File: config.mk
export PLATFORM = sky130hd
export DESIGN_NAME = rfblackwidow_ic_refill
export DESIGN_NICKNAME = d
export VERILOG_FILES = /design/src/rtl/rfblackwidow_ic_refill.sv
export SDC_FILE = /design/constraint.sdc
export NUM_CORES = 1
export LEC_CHECK = 0
export BUFFER_PORTS_ARGS = -buffer_cell sky130_fd_sc_hd__buf_4
export CAP_MARGIN = 25
export CORE_MARGIN = 2
export CORE_UTILIZATION = 26
export CTS_BUF_LIST = sky130_fd_sc_hd__clkbuf_4 sky130_fd_sc_hd__clkbuf_8 sky130_fd_sc_hd__clkbuf_16
export CTS_CLUSTER_DIAMETER = 50
export DETAILED_ROUTE_END_ITERATION = 16
export HOLD_SLACK_MARGIN = 0.06
export PLACE_DENSITY_LB_ADDON = 0.1
export SYNTH_ARGS = -nofsm -noshare
export SYNTH_HDL_FRONTEND = slang
export SYNTH_SLANG_ARGS = --single-unit
File: constraint.sdc
create_clock -name clk -period 2.5 [get_ports clk]
set_clock_uncertainty 0.2 [all_clocks]
set_input_delay 0.125 -clock clk [delete_from_list [all_inputs] [get_ports clk]]
set_output_delay 0.125 -clock clk [all_outputs]
set_load 0.05 [all_outputs]
File: src/rtl/rfblackwidow_ic_refill.sv
// rfblackwidow_ic_refill: I-cache line refill FSM that fetches 4x128-bit beats, then writes tag and data RAMs.
// Ports: miss/miss_adr are the fetch miss request. req_o/req_adr/req_ack_i form the memory read request.
// resp_* carry the beat responses. tag_wr/tag_ipo/tag_way/line_wr/line_o drive the RAM writes.
// busy/done/err report status.
module rfblackwidow_ic_refill #(
  parameter int AWID  = 32,
  parameter int BEATS = 4
) (
  input  logic                 clk,
  input  logic                 rst_n,
  input  logic                 miss,
  input  logic [AWID-1:0]      miss_adr,
  output logic                 req_o,
  output logic [AWID-1:0]      req_adr,
  input  logic                 req_ack_i,
  input  logic                 resp_valid_i,
  input  logic [127:0]         resp_dat_i,
  input  logic                 resp_err_i,
  output logic                 tag_wr,
  output logic [AWID-1:0]      tag_ipo,
  output logic [1:0]           tag_way,
  output logic                 line_wr,
  output logic [128*BEATS-1:0] line_o,
  output logic                 busy,
  output logic                 done,
  output logic                 err
);
  localparam int BW = $clog2(BEATS);
  typedef enum logic [1:0] {IDLE, REQ, FILL, WRITE} state_t;
  state_t state, nxt;
  logic [BW-1:0] beat;
  logic [1:0] victim;
  logic beat_ok, beat_err, req_n, busy_n, wr_n;
  assign beat_ok  = state == FILL && resp_valid_i && !resp_err_i;
  assign beat_err = state == FILL && resp_valid_i && resp_err_i;
  assign tag_way  = victim;
  always_comb
    nxt = state == IDLE ? (miss ? REQ : IDLE) :
          state == REQ  ? (req_ack_i ? FILL : REQ) :
          state == FILL ? (beat_err ? IDLE : (beat_ok && beat == BW'(BEATS-1)) ? WRITE : FILL) :
          IDLE;
  // Outputs are registered from the next state so they line up with the state they describe.
  always_comb begin
    req_n  = nxt == REQ;
    busy_n = nxt != IDLE;
    wr_n   = nxt == WRITE;
  end
  always_ff @(posedge clk or negedge rst_n) begin
    if (!rst_n) begin
      state   <= IDLE;
      req_o   <= 1'b0;
      busy    <= 1'b0;
      tag_wr  <= 1'b0;
      line_wr <= 1'b0;
      done    <= 1'b0;
      err     <= 1'b0;
      req_adr <= '0;
      tag_ipo <= '0;
      line_o  <= '0;
      beat    <= '0;
      victim  <= '0;
    end else begin
      state   <= nxt;
      req_o   <= req_n;
      busy    <= busy_n;
      tag_wr  <= wr_n;
      line_wr <= wr_n;
      done    <= wr_n;
      err     <= beat_err;
      if (state == IDLE && miss) begin
        req_adr <= miss_adr & ~AWID'(63);
        tag_ipo <= miss_adr & ~AWID'(63);
      end
      if (state == REQ) beat <= '0;
      if (beat_ok) begin
        line_o[128*int'(beat) +: 128] <= resp_dat_i;
        beat <= beat + 1'b1;
      end
      if (state == WRITE) victim <= victim + 1'b1;
    end
  end
endmodule
### After elaboration in Yosys (flattened, before gate mapping)

Cells that the tools add are included.

| storage, ports and cells | value |
|---|---|
| register bits after elaboration | 548 |
| input port bits | 166 |
| logic and storage cells | 39 |

| operators by class | value |
|---|---|
| add/sub/neg operators | 3 |
| equal/unequal tests | 6 |
| shift-type cells | 2 |
| muxes and demuxes | 10 |
| reduce and logical (&&, ||, !) cells | 9 |

Operators with widths:

| cell | count |
|---|---|
| bitwise mux 512 bit | 1 |
| variable shift 128 x 33 -> 512 bit (first input constant) | 1 |
| variable part select 128 x 33 -> 512 bit | 1 |
| negator 9 -> 33 bit | 1 |
| 2-to-1 mux 2 bit | 7 |
| equality test 2 bit (second input constant) | 4 |
| logical AND 1 bit | 5 |
| adder 2 x 1 -> 2 bit (second input constant) | 2 |
| equality test 2 x 1 -> 1 bit (second input constant) | 2 |
| nonzero test 2 bit | 2 |
| zero test 2 bit | 1 |
| 2-to-1 mux 1 bit | 2 |
| zero test 1 bit | 1 |

### Logic depth before layout (Yosys ltp)

| depth | value |
|---|---|
| depth in word-level cells | 10 |
| depth in mapped cells | 7 |
| depth with buffers taken out | 5 |

### Worst setup path after synthesis

No wires, ideal clock.

| timing path | value |
|---|---|
| path type | reg2reg |
| from | register beat[0] |
| to | register line_o[447] |
| setup time | 0.076 ns |
| arrival | 1.769 ns |
| data required time | 2.224 ns |
| slack | 0.455 ns |
| cell stages (with the launch flop) | 8 |
| period minus slack after synthesis | 2.045 ns |
| cell sequence | dfrtp_1 -> inv_1 -> ha_1 -> nor3b_1 -> clkbuf_1 -> buf_2 -> nand4_1 -> o21ai_1 |

| on the way | value |
|---|---|
| cells in the longest elaborated chain, start to end | 3 |
| elaborated cells between the ends (all ways) | 4 |
| classes of those cells | add/sub: 1; shift: 2; mux: 1 |

Ends and longest elaborated chain:

| what | line | source |
|---|---|---|
| start, declared | 31 | `logic [BW-1:0] beat;` |
| start signal, assigned | 77 | `beat <= beat + 1'b1;` |
| negator 9 -> 33 bit * | 76 | `line_o[128*int'(beat) +: 128] <= resp_dat_i;` |
| variable part select 128 x 33 -> 512 bit or variable shift 128 x 33 -> 512 bit (tied branches) | 76 |  |
| bitwise mux 512 bit * | 76 |  |
| end signal, assigned by index | 76 |  |
| end, declared | 23 | `output logic [128*BEATS-1:0] line_o,` |

Mark *: on every way between the ends. The rest lies on a longest branch, timed or not.
A chain may end at the register's enable or synchronous reset.

### Worst setup path in the final report

| timing path | value |
|---|---|
| from | register state[0] |
| to | register req_adr[11] |

| on the way | value |
|---|---|
| cells in the longest elaborated chain, start to end | 2 |

Ends and longest elaborated chain:

| what | line | source |
|---|---|---|
| start, declared | 30 | `state_t state, nxt;` |
| start signal, assigned | 63 | `state <= nxt;` |
| zero test 2 bit | 70 | `if (state == IDLE && miss) begin` |
| logical AND 1 bit | 70 |  |
| end signal, assigned | 71 | `req_adr <= miss_adr & ~AWID'(63);` |
| end, declared | 14 | `output logic [AWID-1:0] req_adr,` |

No other way between the ends.

==> impl_metrics.csv <==
group,metric,value,unit
timing,finalHoldViolations,0,
drt,drtPass1Iterations,5,
drt,drcViolationCount,0,
setup_path,timing.rr.end,"req_adr[11]$_DFFE_PN0P_",
yosys,synth.area.mux_share,0.0129,
yosys,yosysMostFrequentCell,"dfrtp_1",
yosys,ys_seq_elements,548,
global_routing,antenna_found_initial,1,
drt,num_vias,21762,
timing,setup-tns-final,0,ns
floorplanning,chipWidth,305,um
setup_path,critPathSlowestCell,"dlygate4sd3_1",
place,portBuffers,731,
floorplanning,rows,110,
clock_tree,postCtsSetupBuffers,0,
flow_run,drv_cap,0,
setup_path,startpoint_type,"flop",
yosys,synthFlopType,"dfrtp_1",
setup_path,reg2reg_slack,0.12,ns
clock_tree,h-tree-depth,3,
clock_tree,clockBufferDepth,3,
timing,rsz0062_at_grt,"false",
setup_path,path_common_cell,"buf_4",
place,place.gp.congestion,0.823,
finish,seqCellArea,13700,um^2
finish,nFillCells,9023,
yosys,yosysTopAreaCell,"dfrtp_1",
timing,fin_crit,2.38,ns
setup_path,r2r_start,"state[0]$_DFF_PN0_",
worst_hold_path,min_path_type,"primary input to asynchronous set/reset pin",
finish,multiInputGateArea,6470,um^2
floorplanning,die_h,305,um
global_routing,grt_max_degree,121,
setup_path,worst-setup-path-type,"flop to flop",
finish,fin_util,0.389,
floorplanning,die_area,92800,um^2
setup_path,worstPathArrival,2.68,ns
clock_tree,cts.sinks,548,
setup_path,crit_family,"buffers and inverters",
yosys,yosys.area_share.simple,0.143,
power_and_ir_drop,ir_worst_vdd,0.00120,V
global_routing,grt_use_total,0.216,
setup_path,cp_num_buf_inv,3,
floorplanning,core_region_area,89700,um^2
yosys,synth_cells,2421,
drt,wl,103000,um
global_routing,grt_pass1_wl,153000,um
timing,finalSetupViolations,0,
yosys,synth_top_area_frac,0.584,
yosys,synthXorXnorAreaFrac,0.000746,
setup_path,path_cells,"buf_4 > nor3b_4 > buf_4 > mux2_2 > dlygate4sd3_1",
yosys,syn_avg_cell_area,9.70,um^2
yosys,synth_edf_count,0,
finish,nets,3422,
timing,whs,0.0988,ns
yosys,netlist_area,23500,um^2
timing,drv_slew,0,
clock_tree,path_clk_slew,0.05,ns
yosys,yosysSeqAreaShare,0.584,
setup_path,reg2regPathDepth,5,
timing,fin_crit_sh,0.954,
yosys,synth_compound_area_frac,0.111,
setup_path,cpPeakStageDelay,0.57,ns
finish,syn_to_final_growth,48.7,%
run_status,status,"finished clean",
drt,viasPerCell,4.84,
timing,worstMarginPinSlew,0.712,ns
clock_tree,cts_buffers,81,
timing,fin_ws,0.116,ns
yosys,yosys_warnings,0,
timing,relSlewSlack,0.526,
yosys,synth_cell_types,33,
floorplanning,start_util,0.262,
place,place_ws,0.282,ns
global_routing,grt_pass1_vias,22366,
place,place_hpwl,66500,um
setup_path,worstPathRequired,2.79,ns
finish,drive_above_1_share,0.299,
setup_path,worstPathMaxFanout,26,
clock_tree,clk_root_buffer_cell,"clkbuf_16",
floorplanning,io_pins,750,
drt,dr.first_iter.drc_count,1506,
drt,wl_per_cell,22.9,um
power_and_ir_drop,power_density,1360,nW/um^2
timing,fmaxAchievable,0.419,GHz
clock_tree,clock_latency,0.61,ns
drt,ant_nets,0,
global_routing,grt_overflow_total,0,
yosys,synthTopCellsByArea,"dfrtp_1 58%, nand4_1 14%, o21ai_0 8.3%",
yosys,synthAdderAreaFrac,0.00266,
yosys,async_flop_share,1.00,
yosys,synth_common_cells,"548 x dfrtp_1, 516 x inv_1, 512 x nand4_1",
clock_tree,cts_tree,"done",
yosys,synth_top_family_by_area,"buffers and inverters",
setup_path,end_kind,"flop",
power_and_ir_drop,p_leak,16.6,nW
## power breakdown
part	leakage [nW]	switching [mW]	internal (mW)
registers	5.49	1.68	11.5
clock network	1.35	4.57	7.02
logic	9.80	16.6	6.00
total	16.6	22.9	24.5
## placed cells by master (no fill, tap or decap), types with 3 or more instances in the layout
master and n:
clkinvlp_4 10, o21ai_1 123, inv_6 11, clkbuf_16 83, clkbuf_8 9, buf_12 38
bufinv_16 4, clkinv_2 9, inv_8 3, inv_1 516, clkinv_4 6, o21ai_0 390
dlygate4sd3_1 204, ha_4 4, dfrtp_1 548, nand2_1 3, mux2_2 26, and2_4 4
nand4_1 512, buf_4 761, clkbuf_4 12, conb_1 12
## worst max-delay path by stage
stage / startpoint / to / slack [ns] / depth (start not counted)
finish: state[0]$_DFF_PN0_ / req_adr[11]$_DFFE_PN0P_ / 0.12 / 5
global route: state[0]$_DFF_PN0_ / req_adr[11]$_DFFE_PN0P_ / 0.04 / 5
CTS: state[0]$_DFF_PN0_ / req_adr[11]$_DFFE_PN0P_ / 0.13 / 5
detailed placement: beat[0]$_DFFE_PN0P_ / line_o[274]$_DFFE_PN0P_ / 0.28 / 7
global placement: beat[0]$_DFFE_PN0P_ / line_o[273]$_DFFE_PN0P_ / 0.30 / 7
floorplan: beat[0]$_DFFE_PN0P_ / line_o[447]$_DFFE_PN0P_ / 0.45 / 7
## flip-flops by register name, indices dropped and copies added (netlist names)
| register | count |
|---|---|
| req_o | 1 |
| line_o | 512 |
| busy | 1 |
| err | 1 |
| req_adr | 26 |
| tag_way | 2 |
| state | 2 |
| beat | 2 |
| done | 1 |
## metal layers
metal / share of wire / GRT usage / vias to the layer above
li1: - / - / 9910
met1: 0.41 / 0.272 / 10787
met2: 0.47 / 0.352 / 866
met3: 0.065 / 0.0449 / 199
met4: 0.050 / 0.110 / 0
met5: 0 / 0 / -
## tightest hold or removal path, delay by kind of cell
family | cells | cell delay [ns]
buffers and inverters | 3 | 1.16
## cell families (layout without fill, tap and decap cells)
group,Yosys count,count (layout)
buffers and inverters,785,1671
flip-flops,548,548
AND/OR/NAND/NOR,535,535
AO/OA/AOI/OAI,518,518
multiplexers,27,27
adder cells (fa/ha/maj),5,5
XOR/XNOR,2,2
other,1,14
## repair_timing
action / 4_1_cts / 5_1_grt
endpoints found under the hold margin: 1094 / 0
resized for setup: 0 / 0
hold buffers: 205 / 0
## area by class of cell
class / count / share of cell area
flip-flops and latches: 548 / 0.393
diodes: 2 / 0.000143
multi-input cells: 1099 / 0.185
clock buffers: 104 / 0.0656
repair buffers: 1005 / 0.245
inverters: 516 / 0.0555
well taps: 1176 / 0.0421
clock inverters: 46 / 0.0136
## stage by stage
stage | power (mW) | cells | area (um^2)
floorplan | 27.3 | 2432 | 23500
global placement | 35.4 | 4139 | 30100
detailed placement | 35.5 | 4139 | 30100
CTS | 47.9 | 4494 | 34900
global route | 49.4 | 4495 | 34900
finish | 47.4 | 4496 | 34900
Note: power is estimated with default switching activity, not from simulation.
